===== config.mk =====
export PLATFORM = sky130hd
export DESIGN_NAME = mem_port_arbiter
export DESIGN_NICKNAME = d
export VERILOG_FILES = /design/src/rtl/mem_port_arbiter.sv
export SDC_FILE = /design/constraint.sdc
export NUM_CORES = 1
export LEC_CHECK = 0
export BUFFER_PORTS_ARGS = -buffer_cell sky130_fd_sc_hd__buf_2
export CORE_AREA = 2 2 122 124
export CTS_CLUSTER_SIZE = 24
export DETAILED_ROUTE_END_ITERATION = 6
export DIE_AREA = 0 0 124 126
export GPL_TIMING_DRIVEN = 0
export PLACE_DENSITY = 0.58
export SLEW_MARGIN = 20
export SYNTH_ARGS = -nofsm -noshare
export SYNTH_HDL_FRONTEND = slang
export SYNTH_SLANG_ARGS = --single-unit

===== constraint.sdc =====
create_clock -name clk -period 6.7 [get_ports clk]
set_input_delay 2.01 -clock clk [delete_from_list [all_inputs] [get_ports clk]]
set_output_delay 2.01 -clock clk [all_outputs]
set_load 0.02 [all_outputs]

===== src/rtl/mem_port_arbiter.sv =====
// mem_port_arbiter: shares the single unified memory port between the core
// (cpu_*) and the boot loader (ldr_*). Round-robin arbitration, one
// outstanding transaction, read data steered back to the issuing requester
// after RD_LAT cycles, plus a saturating core stall counter.
// Optional feature macro: ARB_LDR_LOCK_EN (adds ldr_lock, lets the loader
// lock the core out of the port).
module mem_port_arbiter #(
  parameter int ADDR_W  = 32,
  parameter int DATA_W  = 32,
  parameter int RD_LAT  = 1,
  parameter int STALL_W = 16
) (
  input  logic               clk,
  input  logic               reset,
  input  logic               cpu_req,
  input  logic               cpu_we,
  input  logic [ADDR_W-1:0]  cpu_addr,
  input  logic [DATA_W-1:0]  cpu_wdata,
  output logic               cpu_gnt,
  output logic               cpu_rvalid,
  output logic [DATA_W-1:0]  cpu_rdata,
  input  logic               ldr_req,
  input  logic               ldr_we,
  input  logic [ADDR_W-1:0]  ldr_addr,
  input  logic [DATA_W-1:0]  ldr_wdata,
`ifdef ARB_LDR_LOCK_EN
  input  logic               ldr_lock,
`endif
  output logic               ldr_gnt,
  output logic               ldr_rvalid,
  output logic [DATA_W-1:0]  ldr_rdata,
  output logic               mem_en,
  output logic               mem_we,
  output logic [ADDR_W-1:0]  mem_addr,
  output logic [DATA_W-1:0]  mem_wdata,
  input  logic [DATA_W-1:0]  mem_rdata,
  output logic [STALL_W-1:0] cpu_stall
);

  localparam int CNT_W = $clog2(RD_LAT + 1);

  typedef enum logic {IDLE, RD_WAIT} state_t;
  typedef enum logic [1:0] {OWN_NONE, OWN_CPU, OWN_LDR} owner_t;

  state_t             state_q, state_d;
  logic               last_ldr_q;   // 1 = loader won the last grant
  owner_t             rd_owner_q;
  logic [CNT_W-1:0]   rd_cnt_q;
  logic               cpu_block;
  logic               rd_issue;
  logic               rd_done;

`ifdef ARB_LDR_LOCK_EN
  logic locked_q;
  assign cpu_block = locked_q;

  // Lock engages on a loader grant with ldr_lock high, releases on the first idle cycle without it.
  always_ff @(posedge clk) begin
    if (reset)                                 locked_q <= 1'b0;
    else if (ldr_gnt && ldr_lock)              locked_q <= 1'b1;
    else if (state_q == IDLE && !ldr_lock)     locked_q <= 1'b0;
  end
`else
  assign cpu_block = 1'b0;
`endif

  assign rd_issue = (cpu_gnt && !cpu_we) || (ldr_gnt && !ldr_we);
  assign rd_done  = (state_q == RD_WAIT) && (rd_cnt_q == CNT_W'(1)) && !reset;

  // State register.
  always_ff @(posedge clk) begin
    if (reset) state_q <= IDLE;
    else       state_q <= state_d;
  end

  // Next state: a read grant parks us in RD_WAIT until the data cycle.
  always_comb begin
    state_d = state_q;
    case (state_q)
      IDLE:    if (rd_issue) state_d = RD_WAIT;
      RD_WAIT: if (rd_cnt_q == CNT_W'(1)) state_d = IDLE;
      default: state_d = IDLE;
    endcase
  end

  // Outputs: same-cycle grant and port mux in IDLE, owner-steered read return in RD_WAIT.
  always_comb begin
    logic cpu_ok;
    cpu_ok     = cpu_req && !cpu_block;
    cpu_gnt    = 1'b0;
    ldr_gnt    = 1'b0;
    mem_en     = 1'b0;
    mem_we     = 1'b0;
    mem_addr   = '0;
    mem_wdata  = '0;
    cpu_rvalid = 1'b0;
    cpu_rdata  = '0;
    ldr_rvalid = 1'b0;
    ldr_rdata  = '0;
    if (state_q == IDLE && !reset) begin
      // On a tie the side that did not win last time gets the port.
      cpu_gnt = cpu_ok && (!ldr_req || last_ldr_q);
      ldr_gnt = ldr_req && (!cpu_ok || !last_ldr_q);
    end
    if (cpu_gnt) begin
      mem_en    = 1'b1;
      mem_we    = cpu_we;
      mem_addr  = cpu_addr;
      mem_wdata = cpu_wdata;
    end else if (ldr_gnt) begin
      mem_en    = 1'b1;
      mem_we    = ldr_we;
      mem_addr  = ldr_addr;
      mem_wdata = ldr_wdata;
    end
    if (rd_done && rd_owner_q == OWN_CPU) begin
      cpu_rvalid = 1'b1;
      cpu_rdata  = mem_rdata;
    end
    if (rd_done && rd_owner_q == OWN_LDR) begin
      ldr_rvalid = 1'b1;
      ldr_rdata  = mem_rdata;
    end
  end

  // Arbitration history, read tracking and the saturating stall counter.
  always_ff @(posedge clk) begin
    if (reset) begin
      last_ldr_q <= 1'b1;
      rd_owner_q <= OWN_NONE;
      rd_cnt_q   <= '0;
      cpu_stall  <= '0;
    end else begin
      if (cpu_gnt)      last_ldr_q <= 1'b0;
      else if (ldr_gnt) last_ldr_q <= 1'b1;
      if (rd_issue) begin
        rd_owner_q <= cpu_gnt ? OWN_CPU : OWN_LDR;
        rd_cnt_q   <= CNT_W'(RD_LAT);
      end else if (state_q == RD_WAIT) begin
        rd_cnt_q <= rd_cnt_q - CNT_W'(1);
        if (rd_cnt_q == CNT_W'(1)) rd_owner_q <= OWN_NONE;
      end
      if (cpu_req && !cpu_gnt && cpu_stall != {STALL_W{1'b1}})
        cpu_stall <= cpu_stall + STALL_W'(1);
    end
  end

endmodule


# == Word-level counts from Yosys, hierarchy flattened ==
# Index checks and enable logic that the tools add are counted.
# word_totals
out_inout_bits,150
latchBits,0
regBits,21
romBits,0
mem_bits_rw,0
mem_count,0
in_bits,166
word_cells,61
# op_classes
n_lt_le_gt_ge,0
n_eq_ne,3
shift,0
multipliers,0
n_mux,25
n_bitwise,1
n_div,0
n_reduce_logical,25
addsub,2
# op_table
cell,n
$mux 32,6
$add 16x1->16 const B,1
$ne 16x16->1 const B,1
$mux 1,14
$logic_and 1x1->1,11
$mux 2,4
$logic_not 1->1,7
$reduce_bool 2->1,3
$logic_or 1x1->1,3
$eq 2x1->1 const B,1
$eq 2x2->1 const B,1
$pmux 1 s2,1
$reduce_and 2->1,1
$not 1->1,1
$sub 1x1->1 const B,1

# == Depth between registers and ports, before layout ==
# logic_depth
ltp_word,8
mapped_depth,8
depth_no_buf,6

# == Least setup slack after synthesis ==
# No wires, ideal clock.
# synth_path
kind,input port to output port
startpoint,input port reset
endpoint,output port mem_addr[22]
t_required_ns,4.690
arrival_ns,3.347
slack_ns,1.343
cell_stages,5
path_buffers,2
cell_sequence,or2_1 -> buf_4 -> a211oi_2 -> clkbuf_1 -> a22o_1
# synth_via
elab_chain_len,5
word_cells_on_any_way,6
# synth_lines
element,line_no,text
start: declaration,14,"input logic reset,"
$logic_not 1->1,100,if (state_q == IDLE && !reset) begin
$logic_and 1x1->1,100,
$mux 1,100,
via ldr_gnt,29,"output logic ldr_gnt,"
$mux 32,110,end else if (ldr_gnt) begin
$mux 32,105,if (cpu_gnt) begin
end: declaration,34,"output logic [ADDR_W-1:0] mem_addr,"
# The timed path passes the listed nets, and every way through them passes these cells.

# == Final worst setup path ==
# layout_path
startpoint,input port reset
endpoint,output port mem_addr[30]
# layout_via
elab_chain_len,5
word_cells_on_any_way,6
# layout_lines
element,line_no
$logic_not 1->1 (*),100
$logic_and 1x1->1 (*),100
$mux 1,100
$mux 32,110
$mux 32 (*),105
# Every way passes the cells marked *; elsewhere a longest branch is shown, timed or not.

==> out/metrics.yaml <==
status: "completed"
rsz0062_at_grt: "no"
crit_path_cell_trace: "buf_2 > or2_1 > buf_4 > a211oi_2 > clkbuf_1 > a22o_1 > buf_2"
period_needed_ps: 5860
overflow: 0
coreArea_um2: 14300
required_ps: 4690
antenna_found_initial: 3
clk_latency_ps: 260
finalMaxSlewViolations: 0
cts_resized: 0
path_class: "primary input to output port"
fin_cells: 776
slew_headroom: 0.596
dieWidth_um: 124
layout_worst_path_cycle_share: 0.875
dr.pass1.iters: 4
p_leak_nw: 2.34
globalplace.congestion: 0.840
start_kind: "primary input"
root_buffer: "clkbuf_16"
cts_made_buffers: 3
end_kind: "output port"
yosysUniqueCellTypes: 43
fmax_ghz: 0.171
drtIter0Drc: 156
place_inst: 769
die_area_um2: 15600
cts_hold_buffers: 0
ys.warnings.count: 0
hold_class: "flop to flop"
syn_inst: 270
wl_per_cell_um: 16.8
grt_pass1_vias: 3075
worstReg2RegStart: "cpu_stall[11]"
synth.cell_area_um2: 2220
cts_tree: "done"
power_density_nw_per_um2: 116
ys_async_sr_fraction: 0
hold_start: "rd_owner_q[1]"
nFillCells: 1587
tns_ps: 0
ant_nets: 0
clockBufferDepth: 2
rows: 44
drv_cap: 0
dp_hpwl_um: 11100
setup_viol: 0
areaGrowthSynthToFinish_pct: 86.1
vias: 3352
cts_setup_buffers: 0
cts.reportedPaths.clkPinSlew_ps: 60
whs_ps: 522
nets: 757
cpPeakStageDelay_ps: 490
slowest_stage: "clkbuf_1"
crit_top_cell: "buf_2"
num_io_pins: 316
grt_use_total: 0.145
clkSinkCount: 21
start_util: 0.155
io_buffers: 315
htree_levels: 1
seq_area_frac_synth: 0.190
arrival_ps: 3850
synth_ff_type: "dfxtp_1"
post-route-util: 0.288
ir_worst_vdd_uv: 65.3
fin_ws_ps: 836
die_h_um: 126
via_per_inst: 4.32
drive_above_1_share: 0.586
dp_worst_setup_slack_ps: 792
path_max_fanout: 10
tightest_slew_ps: 605
synth_edf_count: 0
drc: 0
critPathLaunch: "reset"
clock_skew_ps: 2.81
synth.avg_cell_area_um2: 8.21
synth_nets: 437
final_hold_viol_count: 0
grt_pass1_wl_um: 17000
wirelength_um: 13000
grt_max_degree: 13
ys_ff_latch: 21
[where the power goes]
part,total (mW),internal [mW],switching (mW)
sequential,0.134,0.129,0.00446
combinational,0.216,0.0920,0.124
clock,0.129,0.0803,0.0490
total,0.479,0.301,0.177
[final cells by class]
cell class              count  area, um2  share of cell area
plain buffers              25        131              0.0319
clock inverters             1       5.00             0.00121
inverters                   4       15.0             0.00364
flip-flops and latches     21        420               0.102
clock buffers               3       75.1              0.0182
multi-input cells         220       1660               0.403
repair buffers            315       1580               0.382
diodes                      3       7.51             0.00182
well taps                 184        230              0.0558
[worst paths after layout]
check | cells after the start | slack [ps] | to
setup / recovery | 7 | 840 | mem_addr[30]
hold / removal | 2 | 520 | rd_owner_q[1]
setup reg to reg | 6 | 4870 | cpu_stall[10]
hold reg to reg | 2 | 520 | rd_owner_q[1]
[worst max-delay path: cells and delay by family]
| kind | cells | cell delay [ps] |
|---|---|---|
| AND/OR/NAND/NOR | 1 | 230 |
| buffers and inverters | 4 | 1000 |
| AO/OA/AOI/OAI | 2 | 610 |
[logic make-up (layout without fill, tap and decap cells)]
family,Yosys count,after routing,synth area share
multiplexers,2,2,0.00903
AO/OA/AOI/OAI,90,90,0.369
adder cells (fa/ha/maj),1,1,0.00565
buffers and inverters,29,348,0.0661
AND/OR/NAND/NOR,112,112,0.301
XOR/XNOR,15,15,0.0593
other,0,3,0
flip-flops,21,21,0.190
[state kept, by name (all words and copies together), names as in the netlist]
name	count
last_ldr_q	1
rd_owner_q	2
cpu_stall	16
state_q	1
rd_cnt_q	1
[cells in the mapped netlist, types with 2 or more instances]
library cell / number / area, um2
a211oi_1: 6 / 45.0
a21oi_1: 3 / 15.0
buf_2: 9 / 45.0
o211ai_1: 2 / 15.0
dfxtp_1: 21 / 420
a22o_1: 64 / 561
nor4b_1: 2 / 17.5
nand3_1: 3 / 15.0
nand4_1: 3 / 18.8
and3_1: 2 / 12.5
inv_1: 4 / 15.0
nand2_1: 6 / 22.5
mux2i_1: 2 / 20.0
xnor2_1: 14 / 123
a2111oi_4: 2 / 55.1
nor4b_2: 2 / 30.0
nor2_1: 19 / 71.3
and2_1: 65 / 407
nand2b_1: 2 / 12.5
clkbuf_1: 10 / 37.5
buf_4: 5 / 37.5
a31oi_1: 2 / 12.5
o21a_1: 2 / 15.0
[cell usage in the layout, fill, tap and decap left out, types with 5 or more instances in the layout]
| cell type | synthesis | final |
|---|---|---|
| buf_2 | 9 | 324 |
| xnor2_1 | 14 | 14 |
| dfxtp_1 | 21 | 21 |
| and2_1 | 65 | 65 |
| nand2_1 | 6 | 6 |
| nor2_1 | 19 | 19 |
| buf_4 | 5 | 5 |
| a211oi_1 | 6 | 6 |
| a22o_1 | 64 | 64 |
| clkbuf_1 | 10 | 10 |
[through the flow]
step,total power [mW],instance area [um2]
6_report,0.479,4120
3_3_place_gp,0.351,4020
4_1_cts,0.483,4110
3_5_place_dp,0.351,4030
5_1_grt,0.500,4120
2_1_floorplan,0.243,2220
[routing by layer]
| layer | global-route usage | up-vias | wire, um |
|---|---|---|---|
| met5 | 0 | - | 0 |
| met4 | 0.0787 | 0 | 567 |
| met3 | 0.0172 | 24 | 999 |
| met2 | 0.247 | 201 | 6150 |
| met1 | 0.176 | 1493 | 5320 |
| li1 | - | 1634 | - |
Note: power is estimated with default switching activity, not from simulation.
